<file path="config.mk">
export PLATFORM = sky130hd
export DESIGN_NAME = spi_slave_port
export DESIGN_NICKNAME = d
export VERILOG_FILES = /design/src/rtl/spi_slave_port_pkg.sv /design/src/rtl/spi_slave_port_sync.sv /design/src/rtl/spi_slave_port.sv
export SDC_FILE = /design/constraint.sdc
export NUM_CORES = 1
export LEC_CHECK = 0
export CORE_ASPECT_RATIO = 1.4
export CORE_MARGIN = 4
export CORE_UTILIZATION = 55
export CTS_CLUSTER_DIAMETER = 80
export CTS_CLUSTER_SIZE = 30
export DETAILED_ROUTE_END_ITERATION = 10
export PLACE_DENSITY = 0.92
export SYNTH_ARGS = -nofsm -noshare
export SYNTH_HDL_FRONTEND = slang
export SYNTH_SLANG_ARGS = --single-unit
</file>
<file path="constraint.sdc">
create_clock -name clk_i -period 4.2 [get_ports clk_i]
set_input_delay 0.84 -clock clk_i [delete_from_list [all_inputs] [get_ports clk_i]]
set_output_delay 0.84 -clock clk_i [all_outputs]
set_load 0.02 [all_outputs]
</file>
<file path="src/rtl/spi_slave_port_pkg.sv">
// Shared definitions for the SPI mode-0 slave port: FSM state type,
// reserved "no device" address and the byte width.
package spi_slave_port_pkg;

  localparam int unsigned SPI_BYTE_WIDTH = 8;
  localparam logic [2:0]  SPI_NO_DEVICE  = 3'd0;

  typedef enum logic {
    IDLE  = 1'b0,
    SHIFT = 1'b1
  } spi_slv_state_e;

endpackage

</file>
<file path="src/rtl/spi_slave_port_sync.sv">
// Two-flop synchroniser plus history flop; provides the synchronised level and
// single-cycle rise/fall strobes for one asynchronous input.
module spi_slave_port_sync #(
  parameter logic RST_VAL = 1'b0
) (
  input  logic clk_i,
  input  logic reset_i,
  input  logic d_i,
  output logic level_o,
  output logic rise_o,
  output logic fall_o
);

  logic meta_q, meta_d;
  logic sync_q, sync_d;
  logic hist_q, hist_d;

  always_comb begin
    meta_d = d_i;
    sync_d = meta_q;
    hist_d = sync_q;
  end

  // Reset loads RST_VAL into the whole chain so a level already present on
  // the pin at reset release does not appear as a fresh edge.
  always_ff @(posedge clk_i) begin
    if (reset_i) begin
      meta_q <= RST_VAL;
      sync_q <= RST_VAL;
      hist_q <= RST_VAL;
    end else begin
      meta_q <= meta_d;
      sync_q <= sync_d;
      hist_q <= hist_d;
    end
  end

  assign level_o = sync_q;
  assign rise_o  = sync_q & ~hist_q;
  assign fall_o  = ~sync_q & hist_q;

endmodule

</file>
<file path="src/rtl/spi_slave_port.sv">
// SPI mode-0 slave with built-in 3-bit address decode, oversampled inputs,
// RX holding register and one-deep TX buffer. Optional SPI_SLAVE_ECHO_EN:
// an empty TX buffer at reload sends the last received byte instead of IDLE_BYTE.
module spi_slave_port
  import spi_slave_port_pkg::*;
#(
  parameter logic [2:0]                DEVICE_ADDR = 3'd1,
  parameter logic [SPI_BYTE_WIDTH-1:0] IDLE_BYTE   = 8'hFF
) (
  input  logic                      clk_i,
  input  logic                      reset_i,
  input  logic                      spi_clk_i,
  input  logic                      mosi_i,
  input  logic [2:0]                spi_addr_i,
  output logic                      miso_o,
  output logic                      miso_oe_o,
  output logic [SPI_BYTE_WIDTH-1:0] rx_data_o,
  output logic                      rx_valid_o,
  input  logic                      rx_rd_i,
  input  logic [SPI_BYTE_WIDTH-1:0] tx_data_i,
  input  logic                      tx_load_i,
  output logic                      tx_ready_o,
  output logic                      rx_overrun_o,
  output logic                      tx_underrun_o,
  input  logic                      status_clr_i,
  output logic                      busy_o
);

  logic sel_raw;
  logic sclk_lvl, sclk_rise, sclk_fall;
  logic mosi_lvl, mosi_rise, mosi_fall;
  logic sel_lvl, sel_rise, sel_fall;
  logic unused_sync;

  assign sel_raw = (spi_addr_i == DEVICE_ADDR) && (DEVICE_ADDR != SPI_NO_DEVICE);

  spi_slave_port_sync #(.RST_VAL(1'b0)) u_sync_sclk (
    .clk_i   (clk_i),
    .reset_i (reset_i),
    .d_i     (spi_clk_i),
    .level_o (sclk_lvl),
    .rise_o  (sclk_rise),
    .fall_o  (sclk_fall)
  );

  spi_slave_port_sync #(.RST_VAL(1'b0)) u_sync_mosi (
    .clk_i   (clk_i),
    .reset_i (reset_i),
    .d_i     (mosi_i),
    .level_o (mosi_lvl),
    .rise_o  (mosi_rise),
    .fall_o  (mosi_fall)
  );

  // Select chain resets high: a select held through reset must drop and
  // return before it counts as a new selection.
  spi_slave_port_sync #(.RST_VAL(1'b1)) u_sync_sel (
    .clk_i   (clk_i),
    .reset_i (reset_i),
    .d_i     (sel_raw),
    .level_o (sel_lvl),
    .rise_o  (sel_rise),
    .fall_o  (sel_fall)
  );

  assign unused_sync = ^{sclk_lvl, mosi_rise, mosi_fall, sel_lvl};

  spi_slv_state_e            state_q, state_d;
  logic [2:0]                bit_cnt_q, bit_cnt_d;
  logic [SPI_BYTE_WIDTH-1:0] shift_rx_q, shift_rx_d;
  logic [SPI_BYTE_WIDTH-1:0] shift_tx_q, shift_tx_d;
  logic [SPI_BYTE_WIDTH-1:0] tx_buf_q, tx_buf_d;
  logic                      tx_ready_q, tx_ready_d;
  logic [SPI_BYTE_WIDTH-1:0] rx_data_q, rx_data_d;
  logic                      rx_valid_q, rx_valid_d;
  logic                      rx_overrun_q, rx_overrun_d;
  logic                      tx_underrun_q, tx_underrun_d;
  logic                      miso_q, miso_d;
  logic                      miso_oe_q, miso_oe_d;
  logic                      reload;
  logic                      overrun_set;
  logic                      underrun_set;

  always_comb begin
    state_d      = state_q;
    bit_cnt_d    = bit_cnt_q;
    shift_rx_d   = shift_rx_q;
    shift_tx_d   = shift_tx_q;
    tx_buf_d     = tx_buf_q;
    tx_ready_d   = tx_ready_q;
    rx_data_d    = rx_data_q;
    rx_valid_d   = rx_valid_q & ~rx_rd_i;
    reload       = 1'b0;
    overrun_set  = 1'b0;
    underrun_set = 1'b0;

    unique case (state_q)
      IDLE: begin
        if (sel_rise) begin
          state_d   = SHIFT;
          bit_cnt_d = 3'd0;
          reload    = 1'b1;
        end
      end
      SHIFT: begin
        if (sel_fall) begin
          // Partial byte is dropped; RX holding register is left untouched.
          state_d   = IDLE;
          bit_cnt_d = 3'd0;
        end else if (sclk_rise) begin
          shift_rx_d = {shift_rx_q[SPI_BYTE_WIDTH-2:0], mosi_lvl};
          bit_cnt_d  = bit_cnt_q + 3'd1;
          if (bit_cnt_q == 3'd7) begin
            rx_data_d   = {shift_rx_q[SPI_BYTE_WIDTH-2:0], mosi_lvl};
            rx_valid_d  = 1'b1;
            overrun_set = rx_valid_q & ~rx_rd_i;
          end
        end else if (sclk_fall) begin
          if (bit_cnt_q != 3'd0) begin
            shift_tx_d = shift_tx_q << 1;
          end else begin
            reload = 1'b1;
          end
        end
      end
      default: state_d = IDLE;
    endcase

    // Reload takes the buffer as it stood before any same-cycle tx_load_i.
    if (reload) begin
      tx_ready_d = 1'b1;
      if (!tx_ready_q) begin
        shift_tx_d = tx_buf_q;
      end else begin
`ifdef SPI_SLAVE_ECHO_EN
        shift_tx_d = rx_data_q;
`else
        shift_tx_d   = IDLE_BYTE;
        underrun_set = 1'b1;
`endif
      end
    end

    if (tx_load_i) begin
      tx_buf_d   = tx_data_i;
      tx_ready_d = 1'b0;
    end

    rx_overrun_d  = (rx_overrun_q & ~status_clr_i) | overrun_set;
    tx_underrun_d = (tx_underrun_q & ~status_clr_i) | underrun_set;

    miso_oe_d = (state_d == SHIFT);
    miso_d    = (state_d == SHIFT) ? shift_tx_d[SPI_BYTE_WIDTH-1] : 1'b1;
  end

  always_ff @(posedge clk_i) begin
    if (reset_i) begin
      state_q       <= IDLE;
      bit_cnt_q     <= 3'd0;
      tx_ready_q    <= 1'b1;
      rx_data_q     <= '0;
      rx_valid_q    <= 1'b0;
      rx_overrun_q  <= 1'b0;
      tx_underrun_q <= 1'b0;
      miso_q        <= 1'b1;
      miso_oe_q     <= 1'b0;
    end else begin
      state_q       <= state_d;
      bit_cnt_q     <= bit_cnt_d;
      tx_ready_q    <= tx_ready_d;
      rx_data_q     <= rx_data_d;
      rx_valid_q    <= rx_valid_d;
      rx_overrun_q  <= rx_overrun_d;
      tx_underrun_q <= tx_underrun_d;
      miso_q        <= miso_d;
      miso_oe_q     <= miso_oe_d;
    end
    shift_rx_q <= shift_rx_d;
    shift_tx_q <= shift_tx_d;
    tx_buf_q   <= tx_buf_d;
  end

  assign miso_o        = miso_q;
  assign miso_oe_o     = miso_oe_q;
  assign rx_data_o     = rx_data_q;
  assign rx_valid_o    = rx_valid_q;
  assign tx_ready_o    = tx_ready_q;
  assign rx_overrun_o  = rx_overrun_q;
  assign tx_underrun_o = tx_underrun_q;
  assign busy_o        = (state_q == SHIFT);

endmodule

</file>
==> metrics <==
max-slew violations=0; sequential area share after synthesis=65.2%; # rows=24; DR vias/cell=5.57; CTS Sinks=48; crit-path max cell delay=0.69 ns; RD Place Congestion=0.812; Internal Power=0.668 mW; Slew headroom=43.4%; status=finished clean; layout cells sized above 1=9.94%; Post-Syn Area=0.00181 sq mm; Setup CP Type=reg2out; drc violations=0; Syn Area/Cell=12.2 sq um; CTS clock-pin slew for the worst setup and hold paths=0.08 ns; Crit. End Element=primary output; WP data required=3.36 ns; drt initial violations=34; Clk pwr share=33.4%; Power Total=0.849 mW; Layout Utilization=70.8%; initial antenna violation count=0; final WL=3.37 mm; Fin. Hold Viols=0; CP top delay family=buffers and inverters; gr usage total=16.4%; GRT Residual Overflow=0; startpoint types=flop; post_cts resized=0; cells after synthesis=148; CP max FO=13; Buf+Inv Stages, Crit Path=1; met2 track demand over resource=30.1%; Reg power frac=60.5%; setup TNS=0 ns; number of synthesized register bits=48; Clock Latency Late Sink=0.30 ns; Gate power share=6.1%; worst-margin pin slew=0.846 ns; core box area=0.00315 sq mm; Initial Util=57.5%; PwrDens=381 mW/mm^2; die footprint=0.00429 sq mm; fin crit period=2.44 ns; Post-DP HPWL=2.46 mm; Avg WL per Cell=15.3 um; met1 GRT Util=17.2%; slowest stage cell on the critical path=clkdlybuf4s50_1; # Post-CTS Setup Buffers=0; total number of vias=1225; Most used DFF post-synth=dfxtp_1; io pins=33; Netlist cell types=36; EDFF count, synth=22; Synth Warn #=0; first-pass GRT wire length=5.57 mm; DRT antenna net count=0; M3 GR Usage=5.10%; grt peak-use layer=met2; vias in the first global route=1254; worst-case clock buffer depth=2; Die Width=56.5 um; post-route setup slack=1.76 ns; max-cap violation count=0; P&R area growth vs syn=23.1%; P_leak=0.777 nW; Die Span Y=75.9 um; 1st-pass router iterations=4; Post-Synthesis Net Count=169; NumNets Final=201; H-tree Lvls=2; # port buffers=32; number of buffers created by CTS=5; Root Driver=clkbuf_8; number of hold buffers added after cts=0; Worst VDD drop=0.000294 V; skew final=0.00629 ns; Data arrival, critical path=1.60 ns; ANT cells=0; Net Sw Frac=21.4%; crit path cell chain=clkdlybuf4s50_1; largest net degree at the start of global routing=26; Tcrit/Tclk final=58.0%; fmax=410 MHz; CTS tree=yes; Psw=0.182 mW; async set-reset flop share out of synthesis=0%; RSZ-0062 raised after global routing=no; setup violators final=0; worst hold path type=reg2reg; pre-CTS WS=1.93 ns
[sequential cells by signal (all words and copies together) (netlist names), 3 cells and up]
name,count
rx_data_o,8
tx_buf_q,8
bit_cnt_q,3
shift_rx_q,7
shift_tx_q,8
[path summary, 6_finish.rpt]
check	startpoint	to	slack, ns	cells after the start
min	u_sync_sel.meta_q	u_sync_sel.level_o	0.44	1
max reg2reg	bit_cnt_q[0]	rx_overrun_o	2.41	5
max	miso_oe_o	miso_oe_o	1.76	1
min reg2reg	u_sync_sel.meta_q	u_sync_sel.level_o	0.44	1
[logic make-up (layout without fill, tap and decap cells)]
group | after synthesis | count (layout) | synth area share, %
AND/OR/NAND/NOR | 57 | 57 | 17.5
flip-flops | 48 | 48 | 65.2
AO/OA/AOI/OAI | 29 | 29 | 11.9
buffers and inverters | 11 | 44 | 3.38
adder cells (fa/ha/maj) | 3 | 3 | 2.07
[area by class of cell]
cell class / count / area, sq um
fillers: 221 / 922
well taps: 39 / 48.8
repair buffers: 32 / 320
clock buffers: 6 / 82.6
inverters: 4 / 15.0
clock inverters: 2 / 13.8
multi-input cells: 89 / 569
flip-flops and latches: 48 / 1180
[layer usage]
metal | share of wire [%] | vias to the layer above | wire length [um]
met5 | 0 | - | 0
met4 | 1.9 | 0 | 64
met3 | 5.9 | 10 | 198
met2 | 56 | 40 | 1890
met1 | 36 | 585 | 1210
li1 | - | 590 | -
[power by group through the flow]
stage | combinational (mW) | sequential (mW) | clock, mW
CTS | 0.0515 | 0.514 | 0.291
global route | 0.0560 | 0.516 | 0.312
detailed placement | 0.0512 | 0.525 | 0
finish | 0.0514 | 0.514 | 0.284
global placement | 0.0488 | 0.523 | 0
floorplan | 0.0277 | 0.522 | 0
[metrics by stage]
step	area, sq um	instances	hold slack (ns)
4_1_cts	2230	220	0.438
3_5_place_dp	2130	212	0.417
2_1_floorplan	1810	148	0.389
3_3_place_gp	2130	212	0.408
5_1_grt	2230	220	0.454
6_report	2230	220	0.440
[placed cells by master, fill, tap and decap left out, types with 2 or more instances in the layout]
cell,Yosys,final
clkdlybuf4s50_1,0,32
dfxtp_1,26,26
edfxtp_1,22,22
nor2_1,12,12
a21oi_1,12,12
nand2_1,11,11
nand3_1,10,10
nor2b_1,8,8
o2bb2ai_1,6,6
clkbuf_8,0,6
inv_1,4,4
nand2b_1,3,3
ha_1,3,3
and3_1,2,2
a32oi_1,2,2
or2_2,2,2
[Yosys cell counts, drive strengths merged, types with 2 or more instances]
library cell	count	share of area (%)
buf	4	1.9
a21oi	12	3.3
o2bb2ai	6	2.9
nand2	11	2.3
clkbuf	3	0.62
and2b	2	0.97
a32oi	2	0.97
nand3	10	2.8
inv	4	0.83
dfxtp	26	29
nor2b	8	2.8
edfxtp	22	36
nor2	12	2.5
and3	2	0.69
ha	3	2.1
nand2b	4	1.8
or2	3	1.0
No activity file was read; power rests on OpenSTA's default activity.
